--- config.mk ---
export PLATFORM = sky130hd
export DESIGN_NAME = conv_seq_ctrl_flat
export DESIGN_NICKNAME = d
export VERILOG_FILES = /design/src/rtl/conv_seq_ctrl_if.sv /design/src/rtl/conv_seq_ctrl.sv /design/src/flat_wrapper.sv
export SDC_FILE = /design/constraint.sdc
export NUM_CORES = 2
export LEC_CHECK = 0
export CORE_AREA = 3 3 412 414
export DETAILED_ROUTE_END_ITERATION = 10
export DIE_AREA = 0 0 415 417
export PLACE_DENSITY_LB_ADDON = 0.3
export RECOVER_POWER = 50
export SYNTH_ARGS = -nofsm -noshare
export SYNTH_HDL_FRONTEND = slang
export SYNTH_SLANG_ARGS = --single-unit
--- constraint.sdc ---
create_clock -name clk -period 8.8 [get_ports clk]
set_input_delay 0.88 -clock clk [delete_from_list [all_inputs] [get_ports clk]]
set_output_delay 0.88 -clock clk [all_outputs]
set_load 0.05 [all_outputs]
--- src/rtl/conv_seq_ctrl_if.sv ---
// Stream and filter-ROM signals of the conv_seq_ctrl sequencer.
// master: the sequencer; slave: the surrounding stream/ROM environment.
interface conv_seq_ctrl_if #(
  parameter int T  = 32,
  parameter int AW = 4
);
  logic                s_valid;
  logic                s_ready;
  logic signed [T-1:0] s_data;
  logic [AW-1:0]       rom_addr;
  logic signed [T-1:0] rom_data;
  logic                m_valid;
  logic                m_ready;
  logic signed [T-1:0] m_data;

  modport master (
    input  s_valid, s_data, rom_data, m_ready,
    output s_ready, rom_addr, m_valid, m_data
  );

  modport slave (
    output s_valid, s_data, rom_data, m_ready,
    input  s_ready, rom_addr, m_valid, m_data
  );
endinterface

--- src/rtl/conv_seq_ctrl.sv ---
// 1-D convolution sequencer: buffers an N-sample frame, MACs it against an M-tap ROM
// and streams N-M+1 results. Optional macro RELU_EN clamps negative results to zero.
module conv_seq_ctrl #(
  parameter int N = 43,
  parameter int M = 16,
  parameter int T = 32
) (
  input  logic             clk,
  input  logic             reset_n,
  conv_seq_ctrl_if.master  bus,
  output logic             busy
);
  localparam int IW = $clog2(N);
  localparam int JW = $clog2(N - M + 2);
  localparam int CW = $clog2(M + 1);
  localparam int AW = $clog2(M);

  typedef enum logic [1:0] {LOAD, COMPUTE, OUTPUT} state_t;

  state_t                state;
  logic [IW-1:0]         i;
  logic [JW-1:0]         j;
  logic [CW-1:0]         c;
  logic signed [T-1:0]   x_mem [N];
  logic signed [T-1:0]   x_d;
  logic signed [2*T-1:0] x_ext, r_ext, prod, acc, acc_next;
  logic [IW-1:0]         x_idx;
  logic signed [T-1:0]   y;

  // NOTE: every signal gets a value on every pass through this block, so no latch is inferred.
  always_comb begin
    x_ext    = x_d;
    r_ext    = bus.rom_data;
    prod     = x_ext * r_ext;
    acc_next = acc + prod;
    x_idx    = IW'(j) + IW'(c);
`ifdef RELU_EN
    y = acc_next[2*T-1] ? '0 : acc_next[T-1:0];
`else
    y = acc_next[T-1:0];
`endif
  end

  // NOTE: the sample buffer has no reset; every entry is rewritten in LOAD before COMPUTE reads it.
  always_ff @(posedge clk) begin
    if (state == LOAD && bus.s_valid && bus.s_ready)
      x_mem[i] <= bus.s_data;
  end

  // NOTE: non-blocking assignments so every register here sees pre-edge values of the others.
  always_ff @(posedge clk or negedge reset_n) begin
    if (!reset_n) begin
      state        <= LOAD;
      i            <= '0;
      j            <= '0;
      c            <= '0;
      x_d          <= '0;
      acc          <= '0;
      bus.rom_addr <= '0;
      bus.m_valid  <= 1'b0;
      bus.m_data   <= '0;
      bus.s_ready  <= 1'b1;
      busy         <= 1'b0;
    end else begin
      case (state)
        LOAD: begin
          if (bus.s_valid && bus.s_ready) begin
            if (i == IW'(N - 1)) begin
              i            <= '0;
              c            <= '0;
              bus.rom_addr <= '0;
              bus.s_ready  <= 1'b0;
              busy         <= 1'b1;
              state        <= COMPUTE;
            end else begin
              i <= i + IW'(1);
            end
          end
        end

        COMPUTE: begin
          // The x operand trails the address by one cycle to meet the registered ROM output.
          if (c < CW'(M))
            x_d <= x_mem[x_idx];
          if (c < CW'(M - 1))
            bus.rom_addr <= AW'(c) + AW'(1);
          if (c == '0)
            acc <= '0;
          else
            acc <= acc_next;
          if (c == CW'(M)) begin
            bus.m_data  <= y;
            bus.m_valid <= 1'b1;
            state       <= OUTPUT;
          end else begin
            c <= c + CW'(1);
          end
        end

        OUTPUT: begin
          if (bus.m_ready) begin
            bus.m_valid  <= 1'b0;
            c            <= '0;
            bus.rom_addr <= '0;
            if (j < JW'(N - M)) begin
              j     <= j + JW'(1);
              state <= COMPUTE;
            end else begin
              j           <= '0;
              bus.s_ready <= 1'b1;
              busy        <= 1'b0;
              state       <= LOAD;
            end
          end
        end

        default: state <= LOAD;
      endcase
    end
  end
endmodule

--- src/flat_wrapper.sv ---
// flat-port wrapper written by rule: the top's interface ports become plain ports
module conv_seq_ctrl_flat 
#(
  parameter int N = 43,
  parameter int M = 16,
  parameter int T = 32
)
  (clk, reset_n, busy, bus_s_valid, bus_s_data, bus_rom_data, bus_m_ready, bus_s_ready, bus_rom_addr, bus_m_valid, bus_m_data);
  conv_seq_ctrl_if #(.T(T), .AW(($clog2(M)))) bus_i ();
  input  logic clk;
  input  logic reset_n;
  output logic busy;
  input wire logic [$bits(bus_i.s_valid)-1:0] bus_s_valid;
  input wire logic [$bits(bus_i.s_data)-1:0] bus_s_data;
  input wire logic [$bits(bus_i.rom_data)-1:0] bus_rom_data;
  input wire logic [$bits(bus_i.m_ready)-1:0] bus_m_ready;
  output wire logic [$bits(bus_i.s_ready)-1:0] bus_s_ready;
  output wire logic [$bits(bus_i.rom_addr)-1:0] bus_rom_addr;
  output wire logic [$bits(bus_i.m_valid)-1:0] bus_m_valid;
  output wire logic [$bits(bus_i.m_data)-1:0] bus_m_data;
  assign bus_i.s_valid = bus_s_valid;
  assign bus_i.s_data = bus_s_data;
  assign bus_i.rom_data = bus_rom_data;
  assign bus_i.m_ready = bus_m_ready;
  assign bus_s_ready = bus_i.s_ready;
  assign bus_rom_addr = bus_i.rom_addr;
  assign bus_m_valid = bus_i.m_valid;
  assign bus_m_data = bus_i.m_data;
  conv_seq_ctrl #(.N(N), .M(M), .T(T)) u_core (.clk(clk), .reset_n(reset_n), .bus(bus_i), .busy(busy));
endmodule
==> impl_metrics.yaml <==
sta:
  max_slew_margin: -1.46
  period_minus_slack_ns: 7.68
  rsz0062_at_grt: "false"
  tns_ns: 0
  slew_violations: 1533
  fin_crit_sh: 0.873
  max_slew.worst_pin.slew_ns: 3.69
  hold_viol: 0
  max_freq_mhz: 130
  finalSetupViolCount: 0
  skew_ns: 0.0348
critical_path:
  path_common_cell: "fa_1"
  cp.arrival_ns: 8.31
  start_kind: "flip-flop"
  slowest_stage: "dfrtp_1"
  endpoint_kind: "flip-flop"
  worst_path_largest_cell_delay_ns: 0.84
  setup.worst_path.class: "flip-flop to flip-flop"
  crit_chain: "and2_1 > fa_1 > fa_1 > inv_1 > fa_1 > fa_1 > inv_1 > fa_1 > fa_1 > fa_1 > inv_1 > fa_1 > inv_1 > ha_1 > a21o_1 > a21o_1 > a221oi_1 > o21ai_2 > a211oi_2 > o21ai_1 > xor2_1 > mux2_2"
  crit_fanout: 17
  required_ns: 9.43
detailed_routing:
  drt-initial-drc-count: 3038
  dr.pass1.iters: 8
  num_vias: 38400
  post-route-drc-count: 0
  ant_nets: 0
  viasPerCell: 5.43
  finalWirelength_um: 175000
  routedWlPerCell_um: 24.7
yosys:
  syn-instance-count: 4582
  avgSynthCellArea_sq_um: 16.3
  synth_area_sq_um: 74700
  yosysWarnings: 0
  synthArstFlopShare: 0.0808
  synth_edf_count: 1376
  synth_top_cell_by_area: "edfxtp_1"
  yosysUniqueCellTypes: 65
  ys_seq_area_frac: 0.594
  ys_ff_latch: 1497
  yosys-top-cells-area: "edfxtp_1 55%, fa_1 12%, mux4_2 12%, dfrtp_1 4.0%, inv_1 2.8%"
  syn-num-nets: 5250
  synth_top_flop_cell: "edfxtp_1"
  synth.top_cell.area_share: 0.553
clock_network:
  root_buffer: "clkbuf_16"
  cts_tree: "built"
  cts_sinks: 1497
  cts_resized: 0
  cts_buffer_depth: 3
  ctsHoldBuffers: 0
  cts_setup_buffers: 0
  numCtsBuffers: 154
  path_clk_slew_ns: 0.06
  htree_levels: 4
  clk_latency_ns: 0.78
finish:
  fillers: 13800
  fin_nets: 5421
  area_growth_pct: 12.1
  drive_above_1_share: 0.164
  post-route-cell-area_sq_um: 83700
  utilization: 0.502
hold_path:
  hp-class: "flip-flop to flip-flop"
place:
  place_area_sq_um: 79000
  io_buffer_count: 106
  gp_congestion: 0.855
  dpl.hpwl_um: 108000
outcome:
  outcome: "finished with violations"
  violations: "max-capacitance violations, max-slew violations"
global_routing:
  grtUsageTotal: 0.207
  grt_pass1_wl_um: 267000
  antenna_found_initial: 3
  grt_overflow: 0
  grt_pass1_vias: 40800
  grt_max_degree: 124
die:
  design.core.area_sq_um: 167000
  initial_core_util: 0.448
  pin_count: 107
  rows: 150
  die_area_sq_um: 173000
  die_h_um: 417
  die_w_um: 415
flow_run:
  drv_cap: 34
[worst paths after layout]
| path | from | end | slack (ns) | cells past startpoint |
|---|---|---|---|---|
| worst min register to register | u_core.bus.m_valid$_DFFE_PN0P_ | u_core.bus.m_valid$_DFFE_PN0P_ | 0.48 | 2 |
| worst max register to register | u_core.x_d[16]$_DFFE_PN0P_ | u_core.bus.m_data[28]$_DFFE_PN0P_ | 1.12 | 22 |
| min in group asynchronous | reset_n | u_core.bus.m_data[14]$_DFFE_PN0P_ | 1.26 | 1 |
| max in group asynchronous | reset_n | u_core.x_d[5]$_DFFE_PN0P_ | 2.64 | 2 |
| worst min-delay path | u_core.bus.m_valid$_DFFE_PN0P_ | u_core.bus.m_valid$_DFFE_PN0P_ | 0.48 | 2 |
| worst max-delay path | u_core.x_d[16]$_DFFE_PN0P_ | u_core.bus.m_data[28]$_DFFE_PN0P_ | 1.12 | 22 |
[cell usage in the layout (no fill, tap or decap), types with 79 or more instances in the layout]
cell       synthesis  layout
edfxtp_1        1376    1376
inv_1            552     552
fa_1             439     438
nand2_1          407     406
mux4_2           384     384
and2_1           294     294
ha_1             161     160
clkbuf_16          0     158
dfrtp_1          120     120
o21ai_0          102     102
buf_4             12      97
mux2i_1           96      96
xnor2_1           81      79
[routing by layer]
metal,track usage,wire (um),vias to the layer above
li1,-,-,16800
met1,0.280,72800,20500
met2,0.356,90400,991
met3,0.0287,8340,228
met4,0.0507,3720,0
met5,0,0,-
[worst max-delay path: cells and delay by family (launching register included)]
kind,cells,cell delay [ns]
xor gates and xnor gates,1,0.18
buffers and inverters,4,0.20
AOI/OAI and AO/OA,6,1.49
adders and majority gates,9,4.32
and+or+nand+nor,1,0.25
muxes,1,0.27
DFF,1,0.84
[state kept, by name, summed over array words and instances (netlist names)]
name                 flops
u_core.bus.m_data       32
u_core.bus.m_valid       1
u_core.i                 6
u_core.acc              32
u_core.busy              1
u_core.j                 5
u_core.state             2
u_core.c                 5
u_core.bus.s_ready       1
u_core.x_mem          1376
u_core.x_d              32
u_core.bus.rom_addr      4
[Yosys cell counts (4+ instances only)]
library cell and instances:
edfxtp_1 1376, inv_1 552, fa_1 439, nand2_1 407, mux4_2 384, and2_1 294, ha_1 161, clkbuf_1 153
dfrtp_1 120, o21ai_0 102, mux2i_1 96, xnor2_1 81, nor2_1 68, o21ai_1 68, buf_2 33, mux2_2 33
a21oi_1 30, buf_1 20, a22o_1 18, a21o_1 15, xor2_1 15, nand3_1 13, buf_4 12, buf_6 12
o21bai_1 7, nor2b_1 6, nand2b_1 4, nand4_1 4, nor3_1 4, o31ai_1 4, or3_1 4
[layout make-up]
| type | instances | area (sq um) | share of cell area |
|---|---|---|---|
| clock buffers | 196 | 4110 | 0.0491 |
| clock inverters | 84 | 738 | 0.00882 |
| flip-flops and latches | 1497 | 44300 | 0.530 |
| diodes | 4 | 10.0 | 0.000120 |
| repair buffers | 245 | 2090 | 0.0250 |
| inverters | 552 | 2070 | 0.0248 |
| multi-input cells | 2303 | 27600 | 0.330 |
| well taps | 2204 | 2760 | 0.0329 |
[cell families after synthesis]
family                   Yosys count  share of synthesized area
AO/OA/AOI/OAI                    270                     0.0214
multiplexers                     514                      0.134
buffers and inverters            782                     0.0417
XOR/XNOR                          97                     0.0115
AND/OR/NAND/NOR                  822                     0.0532
adder cells (fa/ha/maj)          600                      0.145
flip-flops                      1497                      0.594
[per-stage QoR]
stage	std cells	hold WS, ns	worst slack (ns)
after floorplan	4582	0.456	1.48
after global placement	6801	0.471	0.498
after detailed placement	6801	0.479	0.423
after CTS	7081	0.0252	1.10
after global routing	7082	0.523	0.737
final	7085	0.484	1.12
Power is not shown: default switching activity piles up to over one toggle a cycle in this logic, so the estimate is an artifact.
